File: config.mk
export PLATFORM = sky130hd
export DESIGN_NAME = alu8_seq
export DESIGN_NICKNAME = d
export VERILOG_FILES = /design/src/rtl/alu8_seq.sv
export SDC_FILE = /design/constraint.sdc
export NUM_CORES = 1
export LEC_CHECK = 0
export ABC_AREA = 1
export CAP_MARGIN = 25
export CORE_ASPECT_RATIO = 1.75
export CORE_MARGIN = 2
export CORE_UTILIZATION = 45
export CTS_CLUSTER_DIAMETER = 40
export DETAILED_ROUTE_END_ITERATION = 10
export PLACE_DENSITY = 0.9
export SYNTH_ARGS = -nofsm -noshare
export SYNTH_HDL_FRONTEND = slang
export SYNTH_SLANG_ARGS = --single-unit
export TNS_END_PERCENT = 10
File: constraint.sdc
create_clock -name LOGISIM_CLOCK_TREE_0 -period 1.85 [get_ports LOGISIM_CLOCK_TREE_0]
set_input_delay 0.37 -clock LOGISIM_CLOCK_TREE_0 [delete_from_list [all_inputs] [get_ports LOGISIM_CLOCK_TREE_0]]
set_output_delay 0.37 -clock LOGISIM_CLOCK_TREE_0 [all_outputs]
set_load 0.1 [all_outputs]
File: src/rtl/alu8_seq.sv
// alu8_seq: 8-bit ALU operation sequenced over two passes through one external
// 4-bit alu4 slice (low nibble, then high nibble), with registered result and
// C/Z/N/V flags. One operation takes four cycles: IDLE -> LO -> HI -> FIN.
module alu8_seq #(
    parameter bit V_ON_LOGIC = 1'b0
) (
    input  logic [4:0] LOGISIM_CLOCK_TREE_0,
    input  logic       RESET,
    input  logic       START,
    input  logic [2:0] OP,
    input  logic [7:0] A_IN,
    input  logic [7:0] B_IN,
    input  logic       C_IN,
    output logic       BUSY,
    output logic       DONE,
    output logic [7:0] R,
    output logic       FLAG_C,
    output logic       FLAG_Z,
    output logic       FLAG_N,
    output logic       FLAG_V,
    output logic [3:0] ALU_A,
    output logic [3:0] ALU_B,
    output logic [3:0] ALU_S,
    output logic       ALU_M,
    output logic       ALU_CI,
    input  logic [3:0] ALU_F,
    input  logic       ALU_CO
);

    localparam logic [2:0] OP_ADC = 3'd0;
    localparam logic [2:0] OP_SBC = 3'd1;
    localparam logic [2:0] OP_AND = 3'd2;
    localparam logic [2:0] OP_ORA = 3'd3;
    localparam logic [2:0] OP_EOR = 3'd4;
    localparam logic [2:0] OP_INC = 3'd5;
    localparam logic [2:0] OP_DEC = 3'd6;
    localparam logic [2:0] OP_CMP = 3'd7;

    typedef enum logic [1:0] {
        IDLE = 2'd0,
        LO   = 2'd1,
        HI   = 2'd2,
        FIN  = 2'd3
    } state_t;

    // Only bit 4 of the clock tree is a real clock; the rest are tied off upstream.
    logic clk;
    logic unused_clk_bits;
    assign clk             = LOGISIM_CLOCK_TREE_0[4];
    assign unused_clk_bits = ^LOGISIM_CLOCK_TREE_0[3:0];

    state_t     state, state_nxt;
    logic [7:0] a_q, b_q;
    logic       c_q;
    logic [2:0] op_q;
    logic [3:0] lo_q;
    logic       cy_q;

    // Slice function select for each operation.
    function automatic logic [3:0] op_sel(input logic [2:0] op);
        case (op)
            OP_ADC:  op_sel = 4'b1001;
            OP_SBC:  op_sel = 4'b0110;
            OP_AND:  op_sel = 4'b1011;
            OP_ORA:  op_sel = 4'b1110;
            OP_EOR:  op_sel = 4'b0110;
            OP_INC:  op_sel = 4'b0000;
            OP_DEC:  op_sel = 4'b1111;
            default: op_sel = 4'b0110;
        endcase
    endfunction

    // Slice mode: 1 = arithmetic, 0 = logic.
    function automatic logic op_mode(input logic [2:0] op);
        op_mode = !(op == OP_AND || op == OP_ORA || op == OP_EOR);
    endfunction

    // Carry into the low nibble pass.
    function automatic logic op_cin(input logic [2:0] op, input logic c);
        case (op)
            OP_ADC, OP_SBC: op_cin = c;
            OP_INC, OP_CMP: op_cin = 1'b1;
            default:        op_cin = 1'b0;
        endcase
    endfunction

    // Full 8-bit result as seen during HI, plus the two overflow candidates.
    logic [7:0] res_full;
    logic       v_add, v_sub;
    assign res_full = {ALU_F, lo_q};
    assign v_add    = ~(a_q[7] ^ b_q[7]) & (a_q[7] ^ res_full[7]);
    assign v_sub    =  (a_q[7] ^ b_q[7]) & (a_q[7] ^ res_full[7]);

    // State register; reset dominates everything.
    always_ff @(posedge clk) begin
        if (RESET) state <= IDLE;
        else       state <= state_nxt;
    end

    // Next-state logic: START is only looked at in IDLE.
    always_comb begin
        state_nxt = state;
        case (state)
            IDLE:    if (START) state_nxt = LO;
            LO:      state_nxt = HI;
            HI:      state_nxt = FIN;
            FIN:     state_nxt = IDLE;
            default: state_nxt = IDLE;
        endcase
    end

    // Output decode: status strobes and slice drive, slice inputs zero outside LO/HI.
    always_comb begin
        BUSY   = 1'b0;
        DONE   = 1'b0;
        ALU_A  = 4'd0;
        ALU_B  = 4'd0;
        ALU_S  = 4'd0;
        ALU_M  = 1'b0;
        ALU_CI = 1'b0;
        case (state)
            LO: begin
                BUSY   = 1'b1;
                ALU_A  = a_q[3:0];
                ALU_B  = b_q[3:0];
                ALU_S  = op_sel(op_q);
                ALU_M  = op_mode(op_q);
                ALU_CI = op_cin(op_q, c_q);
            end
            HI: begin
                BUSY   = 1'b1;
                ALU_A  = a_q[7:4];
                ALU_B  = b_q[7:4];
                ALU_S  = op_sel(op_q);
                ALU_M  = op_mode(op_q);
                ALU_CI = cy_q;
            end
            FIN:     DONE = 1'b1;
            default: ;
        endcase
    end

    // Operand capture, nibble/carry latching and result/flag update.
    always_ff @(posedge clk) begin
        if (RESET) begin
            a_q    <= 8'd0;
            b_q    <= 8'd0;
            c_q    <= 1'b0;
            op_q   <= 3'd0;
            lo_q   <= 4'd0;
            cy_q   <= 1'b0;
            R      <= 8'd0;
            FLAG_C <= 1'b0;
            FLAG_Z <= 1'b0;
            FLAG_N <= 1'b0;
            FLAG_V <= 1'b0;
        end else begin
            case (state)
                IDLE: if (START) begin
                    a_q  <= A_IN;
                    b_q  <= B_IN;
                    c_q  <= C_IN;
                    op_q <= OP;
                end
                LO: begin
                    lo_q <= ALU_F;
                    cy_q <= ALU_CO;
                end
                HI: begin
                    FLAG_Z <= (res_full == 8'd0);
                    FLAG_N <= res_full[7];
                    case (op_q)
                        OP_ADC: begin
                            R      <= res_full;
                            FLAG_C <= ALU_CO;
                            FLAG_V <= v_add;
                        end
                        OP_SBC: begin
                            R      <= res_full;
                            FLAG_C <= ALU_CO;
                            FLAG_V <= v_sub;
                        end
                        // Compare only touches flags; the difference is discarded.
                        OP_CMP: FLAG_C <= ALU_CO;
                        default: begin
                            R <= res_full;
                            if (V_ON_LOGIC) FLAG_V <= 1'b0;
                        end
                    endcase
                end
                default: ;
            endcase
        end
    end

endmodule
==> metrics.md, run 1 <==
| Metric | Value |
|---|---|
| Status | finished, violations left |
| Failing checks | negative setup slack |
| Slew Limit Headroom | 0.696 |
| Top-count cell post-synth | nand2_1 |
| Avg Inst Size Synth | 7.28 um2 |
| CP max stage cell | dfxtp_4 |
| Post-synth ARST share | 0 |
| Arr. time, crit path | about 1.7 ns |
| CTS Buf Count | 5 |
| CP cell instances | inv_4 > ha_4 > clkinvlp_4 > buf_12 > buf_12 > a21oi_4 > buf_12 |
| CTS tree | built |
| Vias per inst | around 5.2 |
| Vias | 1,879 |
| Number of synthesized register bits | 39 |
| Synth top area cells | dfxtp_1 44%, nand2_1 19%, a21oi_1 11%, ha_1 3.5%, a211oi_1 3.4% |
| Gate power share | 0.651 |
| Post-synth top cells | 91 x nand2_1, 39 x dfxtp_1, 38 x a21oi_1 |
| Fin Setup TNS | -2.54 ns |
| Congestion Overflow GR | 0 |
| Nets@finish | 348 |
| Seq/Total Area, Yosys | 0.438 |
| H-tree depth | 2 |
| WP buf/inv | 5 |
| Gpl congestion | just over 0.8 |
| First-pass GRT wire length | 8840 um |
| Count of final setup violators | 14 |
| Row cnt | 30 |
| Clock power share | 0.142 |
| Total core area | 0.00383 mm2 |
| Kind of critical path | flop to primary output |
| Power Density | 1870 mW/mm2 |
| Pleak | 0.00115 uW |
| Skew final | roughly 0.0054 ns |
| Die Wd | around 52 um |
| Finished Cell Area | 0.00311 mm2 |
| Die Area | 0.00450 mm2 |
| HPWL after detailed placement | ~3700 um |
| Psw | approximately 2800 uW |
| Crit path max-delay family | buffers and inverters |
| Post-route worst setup slack | -0.210 ns |
| # fillers | between 200 and 250 |
| Number of global-route vias before repair | 1,962 |
| Share of post-route cells with drive strength above 1 | 0.285 |
| Post-synth net total | 282 |
| Initial antenna violation count | 0 |
| Top_reg_cell synth | dfxtp_1 |
| Worst-margin pin slew | roughly 0.46 ns |
| Initial DRC count | 46 |
| Crit path top cell by count | buf_12 |
| Port buffer count | between 50 and 60 |
| Yosys warns | 0 |
| CTS Sinks | 39 |
| Startpoint type of the worst setup path | flop |
| Post-layout minimum cycle time | a little over 2 ns |
| Crit end category | primary output |
| Layout Cells excl Fill | 360 |
| Reg power frac | 0.207 |
| Pre-Repair DR Iteration Count | 4 |
| Cell Int Power | 3040 uW |
| Area leader, netlist | dfxtp_1 |
| Clock root buffer | clkbuf_8 |
| Mapped Area | 0.00178 mm2 |
| Hold Vio Cnt, Final | 0 |
| Clk_lat worst skew | roughly 0.29 ns |
| Pins Over Slew Limit | 0 |
| Critical path data required time | about 1.5 ns |
| Clk slew on worst S/H paths | around 0.070 ns |
| Period Utilization, post-route | 1.11 |
| Drt drc | 0 |
| Max stage delay on crit path | 0.37 ns |
| RSZ-0062 raised after global routing | true |
| Post-Syn Instances | 245 |
| N_diodes | 0 |
| Unique masters post-synth | 25 |
| Longest Clk Path Bufs | 2 |
| Dpl cell area | approximately 0.0029 mm2 |
| Boundary pin count | 60 |
| Pin count of the biggest net entering global routing | 25 |
| GRT Util Overall | 0.261 |
| Max frequency | 485 MHz |
| Crit path max fanout | 9 |
| Share of the synthesized area in the top cell type | 0.438 |
| Die Span Y | ~87 um |
| Layout area overhead | 74.5% |
| Max VDD drop | approximately 1.9 mV |
| HP Class | flop to flop |
| WL per Instance | about 15 um |
| Post-synth EDFFs | 0 |
| Sw frac | 0.478 |
| MaxCap Viol Count | 0 |
| Starting density of the core | 0.466 |
| Final wirelength | approximately 5300 um |
| Dpl cells | 344 |
| Antenna viol nets, final | 0 |
## cells by family after synthesis
| group | after synthesis | synth area share |
|---|---|---|
| XOR/XNOR | 1 | 0.00491 |
| buffers and inverters | 27 | 0.0716 |
| AND/OR/NAND/NOR | 123 | 0.288 |
| flip-flops | 39 | 0.438 |
| AO/OA/AOI/OAI | 50 | 0.162 |
| adder cells (fa/ha/maj) | 5 | 0.0351 |
## what timing repair did
action / CTS / global route
pin swaps: 4 / 1
buffers inserted: 8 / 0
endpoints found under the setup margin: 14 / 14
hold endpoints to repair: 0 / 0
hold buffers: 0 / 0
resized for setup: 0 / 6
## layer usage
metal,global-route usage,vias up,share of wire
met5,0,-,0
met2,0.508,68,0.58
met3,0.0447,13,0.039
li1,-,921,-
met1,0.256,877,0.35
met4,0.112,0,0.027
## metrics by stage
step	utilization	hold WS (ns)	power [uW]	setup WS (ns)
2_1_floorplan	-	0.440	3500	-0.532
3_3_place_gp	0.748	0.453	4510	0.109
3_5_place_dp	0.748	0.458	4600	0.0688
4_1_cts	0.808	0.469	5790	-0.217
5_1_grt	0.812	0.497	6050	-0.273
6_report	0.812	0.469	5820	-0.210
## power by group through the flow
stage | Clock, uW | Sequential [uW] | Combinational [uW]
floorplan | 0 | 1450 | 2050
global placement | 0 | 1190 | 3320
detailed placement | 0 | 1210 | 3390
CTS | 838 | 1180 | 3760
global route | 874 | 1230 | 3960
finish | 828 | 1200 | 3780
## cells in the final DEF, fill, tap and decap left out, types with 3 or more instances in the layout
cell type,instances
dfxtp_1,35
a211oi_1,7
clkdlybuf4s50_1,27
nand3_1,3
nor2_1,13
clkbuf_8,5
a21oi_1,29
a21oi_4,10
nor3_1,3
nand2_2,3
ha_1,3
inv_1,8
buf_4,12
dfxtp_2,3
inv_2,4
buf_12,33
nand2_1,91
## worst paths after layout
kind         startpoint       end  slack [ns]  cells past startpoint
min reg2reg      a_q[3]    a_q[3]        0.47                      2
max            state[0]  ALU_A[1]       -0.21                      7
min              a_q[3]    a_q[3]        0.47                      2
max reg2reg    state[0]    FLAG_Z        0.42                      7
## worst reg2reg max path, cell delays in order (launching register included)
cell and delay [ns]:
dfxtp_4 0.36, inv_4 0.08, ha_1 0.23, buf_4 0.19, nand2_1 0.09, nor3_1 0.15, nand3_1 0.10, a21oi_1 0.15
## state kept, by name, indices dropped and copies added (netlist names)
signal,cells
FLAG_C,1
FLAG_N,1
FLAG_V,1
FLAG_Z,1
R,8
a_q,8
b_q,8
c_q,1
cy_q,1
lo_q,4
op_q,3
state,2
## cell type report
class | count | area (um2) | area share
Clock buffer | 6 | 72.6 | 0.0233
Clock inverter | 2 | 60.1 | 0.0193
Inverter | 14 | 58.8 | 0.0189
Multi-Input combinational cell | 179 | 1050 | 0.337
Sequential cell | 39 | 788 | 0.253
Tap cell | 48 | 60.1 | 0.0193
Timing Repair Buffer | 72 | 1020 | 0.328
No activity file was read; power rests on OpenSTA's default activity.
==> run 2: changes to the inputs <==
--- a/config.mk
+++ b/config.mk
@@ -12,6 +12,7 @@
 export CORE_UTILIZATION = 45
 export CTS_CLUSTER_DIAMETER = 40
 export DETAILED_ROUTE_END_ITERATION = 10
+export GPL_TIMING_DRIVEN = 0
 export PLACE_DENSITY = 0.9
 export SYNTH_ARGS = -nofsm -noshare
 export SYNTH_HDL_FRONTEND = slang
==> run 2 against run 1 <==
Effect of this change:
- the flow still finishes with violations (negative setup slack)
- register-to-register slack hardly changed
- non-clock buffer count fell by 4
- hold slack worse by 0.057 ns
- die area unchanged
- combinational power decreased by 14%
- first-iteration DRC count fell by 28%
- fmax is 0.44% higher
- design area decreased by 9.5%
- sequential share of layout area increased by 2.6 points
- clock power decreased by 33%
- critical endpoint is now ALU_M
- highest routed layer unchanged
==> metrics.md, run 2 (same netlist as run 1, synthesis figures left out) <==
| Metric | Value |
|---|---|
| Dpl cells | 347 |
| Starting density of the core | 0.466 |
| HPWL after detailed placement | 3320 um |
| Crit path max fanout | 4 |
| Number of global-route vias before repair | 1,735 |
| Pins Over Slew Limit | 0 |
| Slew Limit Headroom | 0.373 |
| Pin count of the biggest net entering global routing | 18 |
| Final total power | 4980 uW |
| Gate power share | 0.655 |
| Post-route worst setup slack | -0.201 ns |
| Reg power frac | 0.234 |
| Max VDD drop | 1.81 mV |
| GRT Util Overall | 0.228 |
| Final wirelength | 4560 um |
| Commonest non-fill, non-tap cell in the layout | nand2_1 |
| Pre-Repair DR Iteration Count | 4 |
| Crit end category | primary output |
| Gpl congestion | around 0.82 |
| Crit path max-delay family | buffers and inverters |
| CP cell instances | inv_4 > ha_4 > clkinvlp_4 > buf_12 > a211oi_4 > buf_12 |
| Crit path top cell by count | buf_12 |
| Period Utilization, post-route | 1.11 |
| Power Density | 1770 mW/mm2 |
| RSZ-0062 raised after global routing | true |
| CTS Buf Count | 5 |
| Most frequent cells in the layout | 91 x nand2_1, 36 x dfxtp_1, 29 x a21oi_1 |
| Antenna viol nets, final | 0 |
| Max frequency | 488 MHz |
| # fillers | just under 300 |
| First-pass GRT wire length | slightly below 8000 um |
| Initial DRC count | 33 |
| Failing checks | negative setup slack |
| Psw | 2640 uW |
| Boundary pin count | 60 |
| Clock power share | 0.111 |
| Skew final | around 0.0062 ns |
| Max stage delay on crit path | 0.37 ns |
| Longest Clk Path Bufs | 2 |
| Arr. time, crit path | 1.68 ns |
| Port buffer count | 54 |
| Clk_lat worst skew | just under 0.3 ns |
| Total core area | roughly 0.0038 mm2 |
| Vias per inst | roughly 5.1 |
| Status | finished, violations left |
| Initial antenna violation count | 0 |
| HP Class | input port to flop |
| Cell Int Power | between 2000 and 2500 uW |
| Congestion Overflow GR | 0 |
| Startpoint type of the worst setup path | flop |
| Pleak | 0.00103 uW |
| Die Wd | 51.6 um |
| Drt drc | 0 |
| Flip-flop and latch area | 787 um2 |
| Hold Vio Cnt, Final | 0 |
| Die Area | 0.00450 mm2 |
| Hold slack final | 0.412 ns |
| Clk slew on worst S/H paths | approximately 0.07 ns |
| Vias | 1,806 |
| Share of post-route cells with drive strength above 1 | 0.244 |
| Critical path data required time | 1.48 ns |
| Count of final setup violators | 14 |
| Layout Cells excl Fill | 356 |
| Sw frac | 0.530 |
| Layout area overhead | 57.8% |
| Clock root buffer | clkbuf_8 |
| Biggest registers after layout | R x8, a_q x8, b_q x8 |
| Nets@finish | 344 |
| Post-layout minimum cycle time | 2.05 ns |
| Multi-input combinational cell area | 0.00105 mm2 |
| Worst-margin pin slew | between 0.9 and 1 ns |
| Kind of critical path | flop to primary output |
| Cts-stage hold buffer count | 0 |
| N_diodes | 0 |
| Fin Setup TNS | -2.39 ns |
| WP buf/inv | 4 |
| CTS tree | built |
| CP max stage cell | dfxtp_2 |
| WL per Instance | 12.8 um |
| MaxCap Viol Count | 0 |
| CTS Sinks | 39 |
| Die Span Y | 87.3 um |
| H-tree depth | 2 |
| Row cnt | 30 |
run 2: power groups by stage:
stage / Combinational [uW] / Clock, uW / Sequential [uW]
after floorplan: 2050 / 0 / 1450
after global placement: 2870 / 0 / 1160
after detailed placement: 2890 / 0 / 1170
after CTS: 3250 / 565 / 1160
after global routing: 3430 / 596 / 1190
final: 3260 / 553 / 1170
run 2: repair_timing:
item                       CTS  global route
cloned                       0             0
buffers inserted             2             1
resized for setup          163            13
setup endpoints to repair   28            22
pin swaps                    4             0
run 2: final cells by class:
type,count,area share
clock inverters,2,0.00445
plain buffers,11,0.0285
inverters,14,0.0218
clock buffers,6,0.0258
multi-input cells,179,0.374
repair buffers,57,0.245
flip-flops and latches,39,0.280
well taps,48,0.0213
run 2: stage by stage:
stage          area [um2]  worst slack [ns]   util
2_1_floorplan        1960            -0.532      -
5_1_grt              2810            -0.259  0.735
6_report             2810            -0.201  0.735
3_5_place_dp         2560            -0.993  0.669
3_3_place_gp         2560            -0.990  0.669
4_1_cts              2820            -0.212  0.737
run 2: path summary, 6_finish.rpt:
| path | cells past startpoint | to | from | slack [ns] |
|---|---|---|---|---|
| hold reg to reg | 2 | FLAG_C | FLAG_C | 0.46 |
| setup reg to reg | 6 | a_q[6] | state[1] | 0.42 |
| hold / removal | 2 | R[7] | RESET | 0.41 |
| setup / recovery | 6 | ALU_M | state[1] | -0.20 |
run 2: routing by layer:
| metal | up-vias | share of wire | track usage | routed length (um) |
|---|---|---|---|---|
| met5 | - | 0 | 0 | 0 |
| met4 | 0 | 0.025 | 0.0957 | 116 |
| met3 | 13 | 0.044 | 0.0481 | 199 |
| met2 | 53 | 0.56 | 0.406 | 2540 |
| met1 | 829 | 0.37 | 0.255 | 1700 |
| li1 | 911 | - | - | - |
==> run 3: changes to the inputs <==
--- a/config.mk
+++ b/config.mk
@@ -6,6 +6,7 @@
 export NUM_CORES = 1
 export LEC_CHECK = 0
 export ABC_AREA = 1
+export ABC_CLOCK_PERIOD_IN_PS = 1850
 export CAP_MARGIN = 25
 export CORE_ASPECT_RATIO = 1.75
 export CORE_MARGIN = 2
==> results of run 3 <==
No change in the layout: final DEF, timing and power equal those of run 2.
